[config.mk]
export PLATFORM = sky130hd
export DESIGN_NAME = fetch_predict
export DESIGN_NICKNAME = d
export VERILOG_FILES = /design/src/rtl/fetch_predict.sv
export SDC_FILE = /design/constraint.sdc
export NUM_CORES = 1
export LEC_CHECK = 0
export BUFFER_PORTS_ARGS = -buffer_cell sky130_fd_sc_hd__buf_2
export CORE_ASPECT_RATIO = 2
export CORE_MARGIN = 10
export CORE_UTILIZATION = 51
export CTS_CLUSTER_DIAMETER = 60
export DETAILED_ROUTE_END_ITERATION = 12
export PLACE_DENSITY = 0.81
export REMOVE_ABC_BUFFERS = 1
export SLEW_MARGIN = 15
export SYNTH_ARGS = -nofsm -noshare
export SYNTH_HDL_FRONTEND = slang
export SYNTH_SLANG_ARGS = --single-unit
[constraint.sdc]
create_clock -name clk -period 6 [get_ports clk]
set_input_delay 0.9 -clock clk [delete_from_list [all_inputs] [get_ports clk]]
set_output_delay 0.9 -clock clk [all_outputs]
set_load 0.02 [all_outputs]
[src/rtl/fetch_predict.sv]
// Fetch front end: owns the PC and a 4-entry 2-bit branch predictor table,
// and produces the fetch bundle that the IF/ID register captures.
module fetch_predict #(
  parameter logic [31:0] RESET_PC = 32'h0000_0000
) (
  input  logic        clk,
  input  logic        rst,
  input  logic [31:0] instruction,
  input  logic        stall,
  input  logic        redirect_valid,
  input  logic [31:0] redirect_pc,
  input  logic        resolve_valid,
  input  logic [1:0]  resolve_index,
  input  logic        resolve_taken,
  output logic        fetch_valid,
  output logic [31:0] pc,
  output logic [31:0] pc_4,
  output logic [31:0] pc_x,
  output logic        branch,
  output logic        Pcsrc_P,
  output logic [1:0]  branch_add,
  output logic [1:0]  n_taken_data
);

  localparam logic [6:0] OP_BRANCH = 7'b1100011;

  logic [1:0]  ctr [4];
  logic [1:0]  ctr_old;
  logic [1:0]  ctr_new;
  logic [31:0] imm;
  logic [31:0] pc_nxt;
  logic        unused_bits;

  assign unused_bits = ^instruction[24:12];

  assign imm = {{19{instruction[31]}}, instruction[31],
                instruction[7], instruction[30:25],
                instruction[11:8], 1'b0};

  assign pc_4         = pc + 32'd4;
  assign branch       = fetch_valid &
                        (instruction[6:0] == OP_BRANCH);
  assign pc_x         = branch ? pc + imm : 32'd0;
  assign branch_add   = pc[3:2];
  assign n_taken_data = ctr[branch_add];
  assign Pcsrc_P      = branch & n_taken_data[1];

  always_comb begin
    pc_nxt = pc_4;
    priority case (1'b1)
      redirect_valid: pc_nxt = redirect_pc;
      stall:          pc_nxt = pc;
      Pcsrc_P:        pc_nxt = pc_x;
      default:        pc_nxt = pc_4;
    endcase
  end

  // Saturating counter step for the resolved entry.
  always_comb begin
    ctr_old = ctr[resolve_index];
    ctr_new = ctr_old;
    if (resolve_taken) begin
      if (ctr_old != 2'b11) ctr_new = ctr_old + 2'd1;
    end else begin
      if (ctr_old != 2'b00) ctr_new = ctr_old - 2'd1;
    end
  end

  always_ff @(posedge clk or negedge rst) begin
    if (!rst) begin
      pc          <= RESET_PC;
      fetch_valid <= 1'b0;
    end else if (!fetch_valid) begin
      fetch_valid <= 1'b1;
    end else begin
      pc <= pc_nxt;
    end
  end

  always_ff @(posedge clk or negedge rst) begin
    if (!rst) begin
      for (int i = 0; i < 4; i++) ctr[i] <= 2'b01;
    end else if (resolve_valid) begin
      ctr[resolve_index] <= ctr_new;
    end
  end

endmodule

Word level (Yosys, flattened, before mapping)
Index checks and enable logic that the tools add are counted.

word-level totals
  flip-flop bits (word level) = 41
  input port bits = 72
  output and inout port bits = 103
  word-level logic and storage cells = 39

cells by class
  add/sub/neg operators = 4
  $lt $le $gt $ge = 3
  eq/ne operators = 3
  multiplexer cells = 16
  bitwise logic cells = 4
  reductions and logical operators = 3

operators with widths
  kind                   count
  $mux 32                4
  $add 32x3->32 const B  1
  $add 32x32->32         1
  $mux 2                 8
  $bmux 2 s2             2
  $bwmux 8               1
  $eq 7x7->1 const B     1
  $ge 3x3->1 const B     2
  $not 2->3              2
  $demux 2 s2            1
  $lt 3x1->1 const B     1
  $add 2x1->2 const B    1
  $and 1x1->1            2
  $ne 2x1->1 const B     1
  $ne 2x2->1 const B     1
  $reduce_and 2->1       1
  $reduce_bool 2->1      1
  $sub 2x1->2 const B    1
  $logic_and 1x1->1      1

Depth between registers and ports, before layout
Gate-level depths: netlist of the first run.

  depth in word-level cells = 8
  mapped depth = 11
  gate-level depth less buffers = 11

Least setup slack after synthesis of the first run
Ideal clock, no wire load.

  path type = input to output
  from = in instruction[8]
  to = out pc_x[29]
  arrival time = 3322 ps
  data required time = 5100 ps
  setup slack = 1778 ps
  stages = 10
  path buffers = 0
  cells stage by stage = ha_1 > fa_1 > a211oi_2 > o21bai_1 > a21oi_2 > o21ai_2 > a221oi_4 > o21ai_2 > or4_1 > nand3_1

between the ends
  word-level cells in the longest chain between the ends = 2

RTL lines
  what            line  text
  from (decl)     8     input logic [31:0] instruction,
  $add 32x32->32  43    assign pc_x = branch ? pc + imm : 32'd0;
  $mux 32         43
  to (decl)       18    output logic [31:0] pc_x,

Every way passes these cells.

Worst setup path in the final report of the first run
Ends and elaborated chain as after synthesis.

==> results of run 1 <==
==> cells by family (layout without fill, tap and decap cells) <==
kind of cell    count (synthesis)  count (layout)
xor+xnor                       52              52
buf+inv                        53             188
simple gates                  224             224
fa+ha+maj                      34              34
compound gates                200             200
mux                            26              26
other cells                     1               1
flops                          41              41
==> final timing paths <==
| check | end | slack, ps | cells past startpoint |
|---|---|---|---|
| min reg2reg | ctr[5] | 550 | 1 |
| min | ctr[5] | 550 | 1 |
| max | pc_x[29] | 1210 | 12 |
| max reg2reg | pc[31] | 2190 | 12 |
| min in group asynchronous | pc[0] | 790 | 1 |
| max in group asynchronous | pc[15] | 4550 | 1 |
==> flip-flops by register name, indices dropped and copies added, names as in the netlist <==
name and cells:
pc 32, ctr 8, fetch_valid 1
==> through the flow <==
stage | util | instance area [µm²]
after detailed placement | 0.607 | 5840
final | 0.624 | 6020
after global placement | 0.607 | 5840
after floorplan | - | 4830
after CTS | 0.624 | 6020
after global routing | 0.624 | 6020
==> layout by cell type (no fill, tap or decap), types with 4 or more instances in the layout <==
cell,n
mux2_2,9
and3_1,14
buf_4,4
inv_1,13
a31oi_1,5
dfstp_2,4
nand4_1,8
a211oi_1,9
nor3_1,16
xor2_1,22
ha_1,31
o21ai_0,54
clkbuf_16,5
xnor2_1,29
nand2_1,48
mux2i_1,13
dfrtp_1,37
o21ai_2,4
a21oi_1,48
o21bai_1,7
o211ai_1,6
o22ai_1,5
nand3_1,26
or3_1,14
and2_1,13
nand3b_1,4
a21o_1,20
nor2_1,54
buf_2,161
==> worst max-delay path: cells and delay by family <==
family	cells	cell delay, ps
buf+inv	2	280
fa+ha+maj	2	730
compound gates	6	1360
simple gates	2	620
==> where the power goes <==
group	internal (mW)	leakage, nW	switching (mW)
Clock	0.198	0.0800	0.133
Combinational	0.379	2.27	0.586
Sequential	0.349	0.479	0.109
==> routing by layer <==
| metal | part of all wire | wire length, µm | global-route usage |
|---|---|---|---|
| met1 | 0.35 | 6700 | 0.258 |
| met2 | 0.54 | 10400 | 0.479 |
| met3 | 0.063 | 1220 | 0.0423 |
| met4 | 0.055 | 1070 | 0.162 |
| met5 | 0 | 0 | 0 |
==> cell type report <==
class,instances,share of cell area
Timing Repair Buffer,165,0.139
Sequential cell,41,0.171
Clock inverter,3,0.00770
Inverter,15,0.00936
Tap cell,132,0.0275
Clock buffer,5,0.0208
Multi-Input combinational cell,537,0.624
==> results.toml, run 1 <==
[logic_synthesis]
synth_top_family_by_area = "compound AO/OA/AOI/OAI gates"
synth_edf_count = 0
synth_area_per_cell_um2 = 7.92
synth_common_cells = "55 x o21ai_0, 54 x nor2_1, 48 x a21oi_1, 48 x nand2_1, 37 x dfrtp_1"
yosys.area.top_type_share = 0.185
synthSimpleGateAreaFrac = 0.235
synth_xor_area_frac = 0.0927
ys.warnings.count = 0
synthAdderAreaFrac = 0.0856
synth_most_common_cell = "o21ai_0"
synth.area.mux_share = 0.0659
synth-seq-area-share = 0.206
synth_compound_area_frac = 0.269
ys.flop_type = "dfrtp_1"
syn_area_um2 = 5000
synth_seq_cells = 41
netlist_instances = 631
yosysTopAreaCell = "dfrtp_1"
async_flop_share = 1.00
ys_types = 81
synthTopCellsByArea = "dfrtp_1 19%, ha_1 7.8%, o21ai_0 5.5%"

[cells_and_area]
drive_gt1_frac = 0.285
fill_cells = 875
antenna_cells = 0
final_nets = 869
stdcell_count = 898
area_growth_pct = 20.4
seq_area_um2 = 1030
multi_input_area_um2 = 3760

[die]
die_area_um2 = 14400
fp.dieH_um = 160
die_w_um = 90.0
rows = 51
ios = 175
start_util = 0.519
core-area_um2 = 9640

[worst_setup_path]
start_kind = "input pin"
startpoint = "instruction[8]"
cp.arrival_ps = 3890
cp_max_fo = 4
crit_path_cell_trace = "buf_2 -> ha_1 -> fa_1 -> a211oi_2 -> o21bai_1 -> a21oi_2 -> o21ai_2 -> a221oi_4 -> o21ai_2 -> or4_1 -> nand3_1 -> buf_2"
worstPathRequired_ps = 5100
endpoint_kind = "primary output"
rr_startpoint = "fetch_valid"
crit_type = "input pin to primary output"
cpPeakStageDelay_ps = 500
slowest_stage = "or4_1"

[timing]
rsz0062_at_grt = "false"
setup_viol = 0
maxSlewViolCount = 0
max_freq_ghz = 0.209
worst_slew_pin_slew_ps = 1070
tns_ps = 0
fin_ws_ps = 1210
slew_headroom = 0.281
finalClockSkew_ps = 6.61
period_needed_ps = 4790
fin_crit_sh = 0.799
holdWs_ps = 551
hold_viol = 0

[clocking]
clock_latency_ps = 300
cts_resized = 0
clk_pin_slew_ps = 70
cts.sinks = 41
htree_levels = 2
cts_setup_buffers = 0
cts_made_buffers = 5
cts_tree = "yes"
postCtsHoldBufs = 0
cts_buffer_depth = 2
root_buffer = "clkbuf_16"

[global_route]
grt_pass1_wl_um = 30900
grt_usage = 0.258
grt_pass1_vias = 5969
grt_max_degree = 42
grt.overflow.total = 0
antenna_found_initial = 0

[route]
first_iter_violations = 406
vias_per_cell = 6.31
wirelength_um = 19400
drt-pass1-iter-count = 6
drtAntennaViolNets = 0
via_count = 5667
drcViolationCount = 0
wl_per_cell_um = 21.6

[flow_run]
drv_cap = 0

[min_path]
hp-start = "ctr[5]"
worst_hold_path_type = "flop to flop"

[placement]
place_inst = 890
gp_congestion = 0.951
dp_hpwl_um = 14800
place_ws_ps = 1230
port_buffers = 161

[power_and_ir_drop]
powerDensity_nw_per_um2 = 291
peakVddDrop_v = 0.000209
power_mw = 1.75
leakage_nw = 2.83

[status]
status = "finished clean"
(Power assumes the default switching activity.)
==> run 2, diff against run 1 <==
==> constraint.sdc (replaced) <==
create_clock -name clk -period 4.8 [get_ports clk]
set_input_delay 0.72 -clock clk [delete_from_list [all_inputs] [get_ports clk]]
set_output_delay 0.72 -clock clk [all_outputs]
set_load 0.02 [all_outputs]
==> run 2 against run 1 <==
  * Clock skew fell by 2.4 ps
  * Routed wire length rose by 1.2%
  * Core utilization rose by 0.16 points
  * Clock-buffer cell count did not move
  * Worst setup slack got worse by 770 ps
  * Hold slack improved by 1.7 ps
  * Sequential share of layout area about the same
  * Critical endpoint is now pc_x[31]
  * Largest cell class unchanged
==> results.toml, run 2 (same netlist as run 1, synthesis figures left out) <==
[route]
drcViolationCount = 0
wl_per_cell_um = 21.8
vias_per_cell = 6.26
drtAntennaViolNets = 0
wirelength_um = 19600
via_count = 5630
first_iter_violations = 372
drt-pass1-iter-count = 5

[worst_setup_path]
start_kind = "input pin"
endpoint_kind = "primary output"
crit_type = "input pin to primary output"
cp.arrival_ps = 3640
cp_max_fo = 24
worstPathRequired_ps = 4080
reg2reg_depth = 11

[clocking]
cts.sinks = 41
clk_pin_slew_ps = 70
cts_resized = 0
cts_tree = "yes"
cts_made_buffers = 5
cts_setup_buffers = 0
clock_latency_ps = 290
htree_levels = 2
cts_buffer_depth = 2
postCtsHoldBufs = 0
root_buffer = "clkbuf_16"

[die]
start_util = 0.519
core-area_um2 = 9640
rows = 51
fp.dieH_um = 160
ios = 175
die_area_um2 = 14400
die_w_um = 90.0

[cells_and_area]
reg.largest.list = "pc: 32 flops, ctr: 8 flops, fetch_valid: 1 flops"
antenna_cells = 0
area_growth_pct = 20.7
final_core_util = 0.626
layout_common_cells = "161 x buf_2, 54 x nor2_1, 54 x o21ai_0, 48 x nand2_1, 48 x a21oi_1"
top_register = "pc"
final_common_cell = "buf_2"
fill_cells = 903
final_nets = 871
largest_reg_flops = 32
drive_gt1_frac = 0.286

[global_route]
antenna_found_initial = 0
grt_pass1_vias = 5957
grt_usage = 0.259
grt_max_degree = 42
grt.overflow.total = 0
grt_pass1_wl_um = 30700

[timing]
worst_slew_pin_slew_ps = 1060
rsz0062_at_grt = "false"
setup_viol = 0
hold_viol = 0
finalClockSkew_ps = 4.20
fin_crit_sh = 0.909
max_freq_ghz = 0.229
slew_headroom = 0.296
period_needed_ps = 4360
maxSlewViolCount = 0
tns_ps = 0

[placement]
port_buffers = 161
dp_hpwl_um = 15000
gp_congestion = 0.936

[power_and_ir_drop]
peakVddDrop_v = 0.000344
leakage_nw = 2.84
powerDensity_nw_per_um2 = 363

[min_path]
worst_hold_path_type = "flop to flop"
hold_depth = 1

[flow_run]
drv_cap = 0

[status]
status = "finished clean"
## run 2: changes by cell type in the layout (fill, tap and decap cells not counted)
cell   delta
buf_4     +2
## run 2: final timing paths
| check | startpoint | to | slack, ps |
|---|---|---|---|
| worst max-delay path | instruction[31] | pc_x[31] | 440 |
| worst min register to register | pc[0] | pc[0] | 550 |
| worst max register to register | fetch_valid | pc[31] | 1310 |
| min in group asynchronous | rst | pc[0] | 610 |
| max in group asynchronous | rst | pc[15] | 3530 |
| worst min-delay path | pc[0] | pc[0] | 550 |
## run 2: area by class of cell
cell class	instances	area, µm²	area share
Multi-Input combinational cell	537	3760	0.623
Sequential cell	41	1030	0.171
Timing Repair Buffer	167	851	0.141
Tap cell	132	165	0.0274
Clock buffer	5	125	0.0207
Inverter	15	56.3	0.00934
Clock inverter	3	46.3	0.00768
## run 2: metal layers
| metal | GRT usage | vias up | wire length (µm) |
|---|---|---|---|
| li1 | - | 2613 | - |
| met1 | 0.245 | 2635 | 6650 |
| met2 | 0.491 | 301 | 10700 |
| met3 | 0.0432 | 81 | 1220 |
| met4 | 0.172 | 0 | 1090 |
| met5 | 0 | - | 0 |
## run 2: worst max-delay path: stages
cell	delay, ps
buf_2	440
ha_1	420
a21o_1	260
o21bai_1	180
a2111oi_0	470
o21ai_0	200
nand2_1	180
o41a_4	190
xor2_1	190
mux2i_1	190
buf_2	190
## run 2: where the power goes
part / total (mW) / switching [mW] / internal [mW]
Clock: 0.411 / 0.164 / 0.247
Combinational: 1.21 / 0.731 / 0.478
Sequential: 0.571 / 0.134 / 0.436
## run 2: through the flow
stage / total power, mW / std cells / area (µm²) / hold WS [ps] / setup WS (ps)
finish: 2.19 / 900 / 6030 / 552 / 439
floorplan: 1.39 / 593 / 4830 / 424 / 938
detailed placement: 1.77 / 892 / 5860 / 534 / 474
global placement: 1.75 / 892 / 5860 / 508 / 466
CTS: 2.19 / 900 / 6030 / 549 / 481
global route: 2.31 / 900 / 6030 / 560 / 232
